$ cat src/rtl/pipe_hazard_ctrl.sv
// Hazard/sequencing controller for the 5-stage pipeline: stalls, flushes, M/W bubble, EX forwarding, ecall drain/halt.
// Build option: define PIPE_FWD_EN to enable EX operand forwarding; otherwise every RAW dependence stalls in ID.
module pipe_hazard_ctrl #(
  parameter int REG_ADDR_W  = 5,
  parameter int STALL_CNT_W = 16
) (
  input  logic                   clk,
  input  logic                   rst,
  input  logic [REG_ADDR_W-1:0]  id_rs1,
  input  logic [REG_ADDR_W-1:0]  id_rs2,
  input  logic                   id_rs1_used,
  input  logic                   id_rs2_used,
  input  logic [REG_ADDR_W-1:0]  ex_rs1,
  input  logic [REG_ADDR_W-1:0]  ex_rs2,
  input  logic [REG_ADDR_W-1:0]  ex_rd,
  input  logic                   ex_wb_en,
  input  logic                   ex_is_load,
  input  logic                   ex_branch_taken,
  input  logic                   ex_ecall,
  input  logic [REG_ADDR_W-1:0]  mem_rd,
  input  logic                   mem_wb_en,
  input  logic                   dm_req,
  input  logic                   dm_ready,
  input  logic [REG_ADDR_W-1:0]  wb_rd,
  input  logic                   wb_en,
  input  logic                   wb_ecall,
  input  logic                   resume,
  output logic                   pc_stall,
  output logic                   fd_stall,
  output logic                   fd_flush,
  output logic                   de_stall,
  output logic                   de_flush,
  output logic                   em_stall,
  output logic                   mw_bubble,
  output logic [1:0]             fwd_a_sel,
  output logic [1:0]             fwd_b_sel,
  output logic                   halted,
  output logic [STALL_CNT_W-1:0] stall_cnt,
  output logic [1:0]             dbg_state
);

  typedef enum logic [1:0] {
    S_RUN      = 2'd0,
    S_MEM_WAIT = 2'd1,
    S_DRAIN    = 2'd2,
    S_HALTED   = 2'd3
  } state_e;

  state_e                 state_q, state_d;
  logic [1:0]             drain_q, drain_d;
  logic [STALL_CNT_W-1:0] stall_cnt_q, stall_cnt_d;

  logic       ex_writes, mem_writes, wb_writes;
  logic       load_use, data_hazard, mem_wait;
  logic [1:0] fwd_a_raw, fwd_b_raw;

  function automatic logic id_reads(input logic [REG_ADDR_W-1:0] rd);
    return (id_rs1_used && (id_rs1 == rd)) || (id_rs2_used && (id_rs2 == rd));
  endfunction

  assign ex_writes  = ex_wb_en  && (ex_rd  != '0);
  assign mem_writes = mem_wb_en && (mem_rd != '0);
  assign wb_writes  = wb_en     && (wb_rd  != '0);
  assign load_use   = ex_is_load && ex_writes && id_reads(ex_rd);

`ifdef PIPE_FWD_EN
  function automatic logic [1:0] fwd_sel(input logic [REG_ADDR_W-1:0] rs);
    if (mem_writes && (mem_rd == rs)) return 2'b01;
    if (wb_writes && (wb_rd == rs))   return 2'b10;
    return 2'b00;
  endfunction

  assign data_hazard = load_use;
  assign fwd_a_raw   = fwd_sel(ex_rs1);
  assign fwd_b_raw   = fwd_sel(ex_rs2);
`else
  logic unused_fwd_srcs;

  // Without forwarding, any in-flight writer of an ID source holds ID until it retires.
  assign data_hazard = load_use
                    || (ex_writes  && id_reads(ex_rd))
                    || (mem_writes && id_reads(mem_rd))
                    || (wb_writes  && id_reads(wb_rd));
  assign fwd_a_raw   = 2'b00;
  assign fwd_b_raw   = 2'b00;
  assign unused_fwd_srcs = ^{ex_rs1, ex_rs2};
`endif

  // Data memory handshake: dm_req is held by M while the access is outstanding; the access
  // completes in the cycle dm_ready=1 (same cycle as dm_req means no wait). Once waiting,
  // only dm_ready is watched since the M stage is frozen.
  always_comb begin
    mem_wait = 1'b0;
    case (state_q)
      S_RUN, S_DRAIN: mem_wait = dm_req && !dm_ready;
      S_MEM_WAIT:     mem_wait = !dm_ready;
      default:        mem_wait = 1'b0;
    endcase
  end

  always_ff @(negedge clk or negedge rst) begin
    if (!rst) begin
      state_q     <= S_RUN;
      drain_q     <= '0;
      stall_cnt_q <= '0;
    end else begin
      state_q     <= state_d;
      drain_q     <= drain_d;
      stall_cnt_q <= stall_cnt_d;
    end
  end

  always_comb begin
    state_d = state_q;
    drain_d = drain_q;
    case (state_q)
      S_RUN, S_MEM_WAIT: begin
        if (mem_wait) begin
          state_d = S_MEM_WAIT;
        end else if (ex_ecall && !ex_branch_taken) begin
          state_d = S_DRAIN;
          drain_d = 2'd2;
        end else begin
          state_d = S_RUN;
        end
      end
      S_DRAIN: begin
        // The drain budget only runs while the pipe is actually moving.
        if (!mem_wait) begin
          drain_d = drain_q - 2'd1;
          if (wb_ecall || (drain_q <= 2'd1)) begin
            state_d = S_HALTED;
            drain_d = '0;
          end
        end
      end
      S_HALTED: begin
        if (resume) state_d = S_RUN;
      end
      default: state_d = S_RUN;
    endcase
  end

  always_comb begin
    pc_stall  = 1'b0;
    fd_stall  = 1'b0;
    fd_flush  = 1'b0;
    de_stall  = 1'b0;
    de_flush  = 1'b0;
    em_stall  = 1'b0;
    mw_bubble = 1'b0;
    halted    = 1'b0;
    if (rst) begin
      if (state_q == S_HALTED) begin
        pc_stall  = 1'b1;
        fd_stall  = 1'b1;
        de_stall  = 1'b1;
        em_stall  = 1'b1;
        mw_bubble = 1'b1;
        halted    = 1'b1;
      end else if (mem_wait) begin
        pc_stall  = 1'b1;
        fd_stall  = 1'b1;
        de_stall  = 1'b1;
        em_stall  = 1'b1;
        mw_bubble = 1'b1;
      end else if (state_q == S_DRAIN) begin
        pc_stall = 1'b1;
        fd_flush = 1'b1;
        de_flush = 1'b1;
      end else if (ex_branch_taken) begin
        fd_flush = 1'b1;
        de_flush = 1'b1;
      end else if (data_hazard) begin
        pc_stall = 1'b1;
        fd_stall = 1'b1;
        de_flush = 1'b1;
      end
    end
  end

  assign stall_cnt_d = (pc_stall && !(&stall_cnt_q))
                     ? stall_cnt_q + {{(STALL_CNT_W-1){1'b0}}, 1'b1}
                     : stall_cnt_q;

  assign fwd_a_sel = rst ? fwd_a_raw : 2'b00;
  assign fwd_b_sel = rst ? fwd_b_raw : 2'b00;
  assign stall_cnt = stall_cnt_q;
  assign dbg_state = state_q;

endmodule

$ cat config.mk
export PLATFORM = sky130hd
export DESIGN_NAME = pipe_hazard_ctrl
export DESIGN_NICKNAME = d
export VERILOG_FILES = /design/src/rtl/pipe_hazard_ctrl.sv
export SDC_FILE = /design/constraint.sdc
export NUM_CORES = 1
export LEC_CHECK = 0
export ABC_AREA = 1
export CAP_MARGIN = 20
export CORE_AREA = 2 2 71 73
export CTS_CLUSTER_DIAMETER = 150
export DETAILED_ROUTE_END_ITERATION = 8
export DIE_AREA = 0 0 73 75
export GPL_TIMING_DRIVEN = 0
export PLACE_DENSITY = 0.78
export SLEW_MARGIN = 20
export SYNTH_ARGS = -nofsm -noshare
export SYNTH_HDL_FRONTEND = slang
export SYNTH_SLANG_ARGS = --single-unit
$ cat constraint.sdc
create_clock -name clk -period 2.35 [get_ports clk]
set_input_delay 0.3525 -clock clk [delete_from_list [all_inputs] [get_ports clk]]
set_output_delay 0.3525 -clock clk [all_outputs]
set_load 0.01 [all_outputs]
== Word level (Yosys, flattened, before mapping) ==
Index checks and enable logic that the tools add are counted.
Storage, ports and cells
  register bits after elaboration: 20
  bits in latches: 0
  RAM bits: 0
  ROM bits: 0
  logic and storage cells: 94
  memories: 0
Operators by class
  $add $sub $neg: 2
  multiply operators: 0
  divide/modulo/power cells: 0
  order comparisons: 1
  equality and inequality tests: 14
  shift-type cells: 0
  muxes and demuxes: 37
  bitwise logic cells: 0
  reductions and logical operators: 37
Operator list (count)
  5-bit == test: 6
  1-bit two-way mux: 25
  2-bit two-way mux: 9
  1-bit logical AND: 17
  16-bit by 1-bit adder with 16-bit output (second input constant): 1
  16-bit AND reduction: 1
  5-bit nonzero test: 3
  2-bit != test (second input constant): 5
  1-bit logical OR: 7
  2-bit one-hot mux with 3 select lines: 1
  2-bit == test (second input constant): 2
  2-bit one-hot mux with 2 select lines: 1
  4-bit AND reduction: 1
  2-bit OR reduction: 2
  1-bit zero test: 3
  3-bit AND reduction: 1
  2-bit by 1-bit == test with 1-bit output (second input constant): 1
  2-bit by 1-bit less-or-equal comparator with 1-bit output (second input constant): 1
  2-bit zero test: 1
  1-bit one-hot mux with 2 select lines: 1
  2-bit nonzero test: 1
  2-bit by 1-bit subtractor with 2-bit output (second input constant): 1

== Logic depth before layout (Yosys ltp) ==
Gate-level depths: netlist of the first run.
  depth in word-level cells: 14
  depth in mapped cells: 14
  gate-level depth less buffers: 13

==> flow_summary.ini, run 1 <==
[hold_path]
whs_path_depth = 2
min_path_type = reg2reg

[sta]
worstMarginPinSlew_ps = 516.9
hold_viol = 0
setup_ws_ps = -521.0
skew_ps = 1.706
setup_viol = 33
maxSlewViolCount = 0
slew_headroom_pct = 65.54
setup_tns_ps = -9658
rsz0062_at_grt = yes

[worst_setup_path]
end_kind = output pin
r2r_cells = 11
cp_max_fo = 4
crit_type = reg2out
worstPathRequired_ps = 2000
arrival_ps = 2520
crit_path_start_kind = flop

[die]
die_w_um = 73
std_cell_rows = 25
start_util_pct = 42.95
die_h_um = 75
ioPinCount = 79
core_area_sq_um = 4661
dieArea_sq_um = 5475

[global_routing]
overflow = 0
met2_usage_pct = 41.14
grt_antenna_before_repair = 0
grt_pass1_vias = 2222
grt_use_total_pct = 22.97
met1_usage_pct = 29.17
met3_usage_pct = 2.811
grt_max_degree = 23
top_usage_layer = met2
grt_pass1_wl_um = 9942

[logic_synthesis]
ys_seq_area_share_pct = 25.00
synth_area_leaders = dfrtn_1 (25%), nand2_1 (25%), nand4_1 (7.2%), nor2_1 (7.1%), inv_1 (6.8%)
syn_inst = 335
syn-cell-area_sq_um = 2002
syn_area_per_cell_sq_um = 5.976
netlist.top_cell.by_area = dfrtn_1
ys_seq_elements = 20
ys_types = 30
synth.top_cell.area_share_pct = 25.00
synth_warnings = 0

[cells_and_area]
drive_gt1_share_pct = 43.37
final_nets = 497
final_area_sq_um = 3221
antenna_cells = 0
fin_util_pct = 69.10
area_growth_pct = 60.88

[detailed_routing]
wl_per_cell_um = 12.95
antenna_left = 0
drt-total-wl_um = 6461
vias = 2511
vias_per_cell = 5.032
drc_errors = 0
drt_iter0_drc = 168
dr.pass1.iters = 4

[power]
pwr-share-comb_pct = 60.3
switching_share_pct = 40.70
finalPower_uw = 1856
leakage_uw = 0.001836
vdd_drop_max_uv = 298.7
power.internal_uw = 1101
power_switching_uw = 755.4
clkPwrFrac_pct = 14.7
p_seq_share_pct = 25.1
p_per_area_nw_per_um2 = 576.3

[run_status]
failed_checks = negative setup slack
status = finished, violations left

[place]
io_buffers = 63
dp_hpwl_um = 4491
gp_congestion = 0.9256
postPlaceCellArea_sq_um = 2784

[clock_tree]
clk_pin_slew_worst_paths_ps = 50
tritoncts = yes
worstSkewPairLatency_ps = 270
htreeDepth = 1
tritoncts.num_buffers = 3
root_buffer = clkbuf_8
clock_path_buffers = 2
cts.sinks = 20
hold_buffers = 0

[flow_run]
drv_cap = 0
per-stage QoR:
stage	setup WS, ps	hold slack [ps]	std cells
global route	-604.7	497.0	499
finish	-521.0	483.5	499
floorplan	-296.8	426.8	338
detailed placement	-1291	476.8	455
CTS	-573.1	476.5	487
global placement	-1255	447.1	455
synthesized netlist by cell type:
library cell,instances
a21oi_1,7
nand3_2,1
xor2_1,10
nor4_1,3
dfrtn_1,20
nand2_2,2
clkbuf_1,2
xnor2_1,4
o22ai_1,1
conb_1,1
nand4_4,1
nor2_1,38
nand2_1,131
buf_2,4
ha_1,2
buf_4,6
inv_2,12
a31oi_1,1
inv_1,36
nand3_4,1
nand4_2,1
and2_1,1
buf_8,1
nor3_1,3
nand3_1,14
nand4_1,23
nor2_4,1
nand2_4,1
nand2_8,1
o21ai_0,6
area by class of cell:
| cell class | count | area (sq um) |
|---|---|---|
| Buffer | 13 | 91.34 |
| Tap cell | 54 | 67.56 |
| Timing Repair Buffer | 103 | 877.1 |
| Fill cell | 381 | 1440 |
| Inverter | 48 | 227.7 |
| Sequential cell | 20 | 500.5 |
| Clock buffer | 4 | 55.05 |
| Multi-Input combinational cell | 257 | 1401 |
logic make-up (layout without fill, tap and decap cells):
logic type,count (synthesis),count (layout),synth area share [%]
xor+xnor,14,14,6.125
simple gates,222,222,50.19
buf+inv,61,168,13.37
flops,20,20,25.00
compound gates,15,15,3.875
other cells,1,4,0.1873
fa+ha+maj,2,2,1.250
per-layer routing:
metal  vias up  wire length, um
met4         0              108
met1      1147             2741
met3        13              289
met5         -                0
li1       1272                -
met2        79             3321
sequential cells by signal (all words and copies together) (netlist names):
signal	flops
dbg_state	2
drain_q	2
stall_cnt	16
power groups by stage:
stage	combinational (uW)	sequential (uW)	clock (uW)
6_report	1120	465	272
5_1_grt	1220	469	291
4_1_cts	976	455	275
3_5_place_dp	773	503	0
3_3_place_gp	746	498	0
2_1_floorplan	421	505	0
critical path, stage by stage (launching register included):
cell     delay, ps
dfrtn_1        430
buf_4          160
nor2_4          50
inv_2           90
nand2_1         60
o22ai_1        120
buf_2          160
path summary, 6_finish.rpt:
check / start / end / slack [ps]
setup / recovery: dbg_state[0]$_DFFE_NN0P_ / fd_stall / -520
hold / removal: drain_q[1]$_DFFE_NN0P_ / drain_q[1]$_DFFE_NN0P_ / 480
setup reg to reg: stall_cnt[1]$_DFFE_NN0P_ / stall_cnt[9]$_DFFE_NN0P_ / 260
hold reg to reg: drain_q[1]$_DFFE_NN0P_ / drain_q[1]$_DFFE_NN0P_ / 480
max in group asynchronous: rst / stall_cnt[0]$_DFFE_NN0P_ / 870
min in group asynchronous: rst / dbg_state[0]$_DFFE_NN0P_ / 1100
timing repair:
item | in CTS | in global routing
buffers inserted | 27 | 12
setup endpoints to repair | 64 | 44
gates cloned | 1 | 0
gates resized for setup | 280 | 51
pin swaps | 23 | 36
layout by cell type (no fill, tap or decap), types with 5 or more instances in the layout:
cell type      instances
a21oi_2                6
buf_2                 29
buf_4                 45
buf_6                 25
dfrtn_1               20
dlygate4sd2_1          5
inv_1                 17
inv_2                 20
inv_4                  7
nand2_1              101
nand2_2               30
nand3_1               14
nand4_1               23
nor2_1                32
xor2_1                10
(Power assumes the default switching activity.)
==> run 2, diff against run 1 <==
--- a/config.mk
+++ b/config.mk
@@ -12,6 +12,7 @@
 export DETAILED_ROUTE_END_ITERATION = 8
 export DIE_AREA = 0 0 73 75
 export GPL_TIMING_DRIVEN = 0
+export MAX_ROUTING_LAYER = met4
 export PLACE_DENSITY = 0.78
 export SLEW_MARGIN = 20
 export SYNTH_ARGS = -nofsm -noshare
==> run 2 against run 1 <==
The flow still finishes with violations (negative setup slack). Setup slack got worse by 14 ps. Clock skew increased by 5.8 ps. Register-to-register slack improved by 160 ps. Sequential power about the same. Routed wire length fell by 4.5%. Critical path depth stayed put. Total power up 6.4%. Cell count fell by 0.80%. Highest routed layer unchanged.
==> flow_summary.ini, run 2 (same netlist as run 1, synthesis figures left out) <==
[worst_setup_path]
r2r_start = stall_cnt[1]$_DFFE_NN0P_
r2r_cells = 10
crit_path_start_kind = flop
cp_max_fo = 3
end_kind = output pin
worstPathRequired_ps = 2000
crit_type = reg2out
r2r_end = stall_cnt[15]$_DFFE_NN0P_
reg2reg_setup_slack_ps = 420
arrival_ps = 2530

[hold_path]
min_to = drain_q[0]$_DFFE_NN0P_
min_path_type = reg2reg
whs_path_depth = 3
hp-start = drain_q[0]$_DFFE_NN0P_

[place]
io_buffers = 63
dp_hpwl_um = 4411
dp_slack_ps = -1318
gp_congestion = 0.9881

[power]
switching_share_pct = 38.05
power.internal_uw = 1224
vdd_drop_max_uv = 297.5
leakage_uw = 0.001843
p_seq_share_pct = 23.4
p_per_area_nw_per_um2 = 601.0
clkPwrFrac_pct = 17.7
power_switching_uw = 751.6
pwr-share-comb_pct = 58.9

[global_routing]
grt_pass1_wl_um = 9929
grt_pass1_vias = 2202
grt_max_degree = 23
met3_usage_pct = 1.606
grt_use_total_pct = 23.66
met1_usage_pct = 30.32
top_usage_layer = met2
met2_usage_pct = 41.44
grt_antenna_before_repair = 0
overflow = 0

[sta]
setup_tns_ps = -9234
rsz0062_at_grt = yes
slew_headroom_pct = 65.48
maxSlewViolCount = 0
skew_ps = 7.478
hold_viol = 0
setup_viol = 33
worstMarginPinSlew_ps = 517.9
setup_ws_ps = -534.7

[clock_tree]
root_buffer = clkbuf_8
tritoncts.num_buffers = 3
clock_path_buffers = 2
clk_pin_slew_worst_paths_ps = 50
htreeDepth = 1
worstSkewPairLatency_ps = 280
cts.sinks = 20
tritoncts = yes

[die]
std_cell_rows = 25
core_area_sq_um = 4661
start_util_pct = 42.95
ioPinCount = 79
die_h_um = 75
dieArea_sq_um = 5475
die_w_um = 73

[detailed_routing]
antenna_left = 0
dr.pass1.iters = 4
vias = 2460
drc_errors = 0
drt_iter0_drc = 178
vias_per_cell = 4.970
drt-total-wl_um = 6172
wl_per_cell_um = 12.47

[cells_and_area]
area_growth_pct = 64.19
drive_gt1_share_pct = 43.08
largest_reg_flops = 16
fillCellCount = 388
final_nets = 493
final_cell_mix = nand2_1 (101), buf_4 (32), nor2_1 (29), nand2_2 (29), buf_2 (29)
antenna_cells = 0
layout_commonest_cell = nand2_1
fin_util_pct = 70.52

[flow_run]
drv_cap = 0

[run_status]
status = finished, violations left
failed_checks = negative setup slack
==> run 2: cell types whose count changed in the layout (fill, tap and decap cells not counted), moves of 2 or more <==
cell    delta
buf_4     -13
nor2_2     +4
inv_2      -2
buf_12     +2
buf_8      +6
nor2_1     -3
==> run 2: area by class of cell <==
class	instances	area [sq um]	share of cell area (%)
Clock inverter	1	30.03	0.9136
Timing Repair Buffer	99	910.9	27.71
Clock buffer	3	41.29	1.256
Inverter	48	230.2	7.004
Tap cell	54	67.56	2.056
Buffer	13	97.59	2.969
Sequential cell	20	500.5	15.23
Multi-Input combinational cell	257	1409	42.86
==> run 2: routing by layer <==
metal,share of wire (%),up-vias
met3,4.2,5
li1,-,1264
met5,0,-
met4,0.89,0
met2,51,65
met1,44,1126
==> run 2: what timing repair did <==
item | in CTS | in global routing
gates resized for setup | 305 | 43
hold buffers | 0 | 0
pin swaps | 29 | 27
cloned | 1 | 0
setup buffers | 29 | 7
setup endpoints to repair | 64 | 44
==> run 2: worst max-delay path by stage <==
stage | startpoint | endpoint | slack (ps) | cells past startpoint
final | dbg_state[0]$_DFFE_NN0P_ | fd_flush | -530 | 6
after global routing | dbg_state[1]$_DFFE_NN0P_ | fd_stall | -610 | 6
after CTS | dbg_state[0]$_DFFE_NN0P_ | fd_flush | -530 | 6
after detailed placement | rst | stall_cnt[15]$_DFFE_NN0P_ | -1320 | 5
after global placement | rst | stall_cnt[13]$_DFFE_NN0P_ | -1250 | 5
after floorplan | dbg_state[0]$_DFFE_NN0P_ | em_stall | -300 | 5
==> run 2: worst max-delay path, stage by stage, from the launching register on <==
cell and delay [ps]:
dfrtn_1 370, nor2_2 160, nor2_4 60, a21oi_4 150, nand2_2 90, a21oi_2 120
buf_2 140
==> run 2: stage by stage <==
| step | area [sq um] | hold slack [ps] | instances | power [uW] |
|---|---|---|---|---|
| 6_report | 3287 | 474.2 | 495 | 1976 |
| 5_1_grt | 3287 | 513.1 | 495 | 2092 |
| 4_1_cts | 3109 | 479.1 | 489 | 1866 |
| 3_5_place_dp | 2784 | 466.3 | 455 | 1266 |
| 3_3_place_gp | 2784 | 447.1 | 455 | 1245 |
| 2_1_floorplan | 2086 | 426.8 | 338 | 926.9 |
==> run 2: power groups by stage <==
| stage | combinational (uW) | clock [uW] | sequential (uW) |
|---|---|---|---|
| 6_report | 1160 | 350 | 463 |
| 5_1_grt | 1260 | 364 | 471 |
| 4_1_cts | 1050 | 357 | 456 |
| 3_5_place_dp | 765 | 0 | 502 |
| 3_3_place_gp | 746 | 0 | 499 |
| 2_1_floorplan | 421 | 0 | 505 |
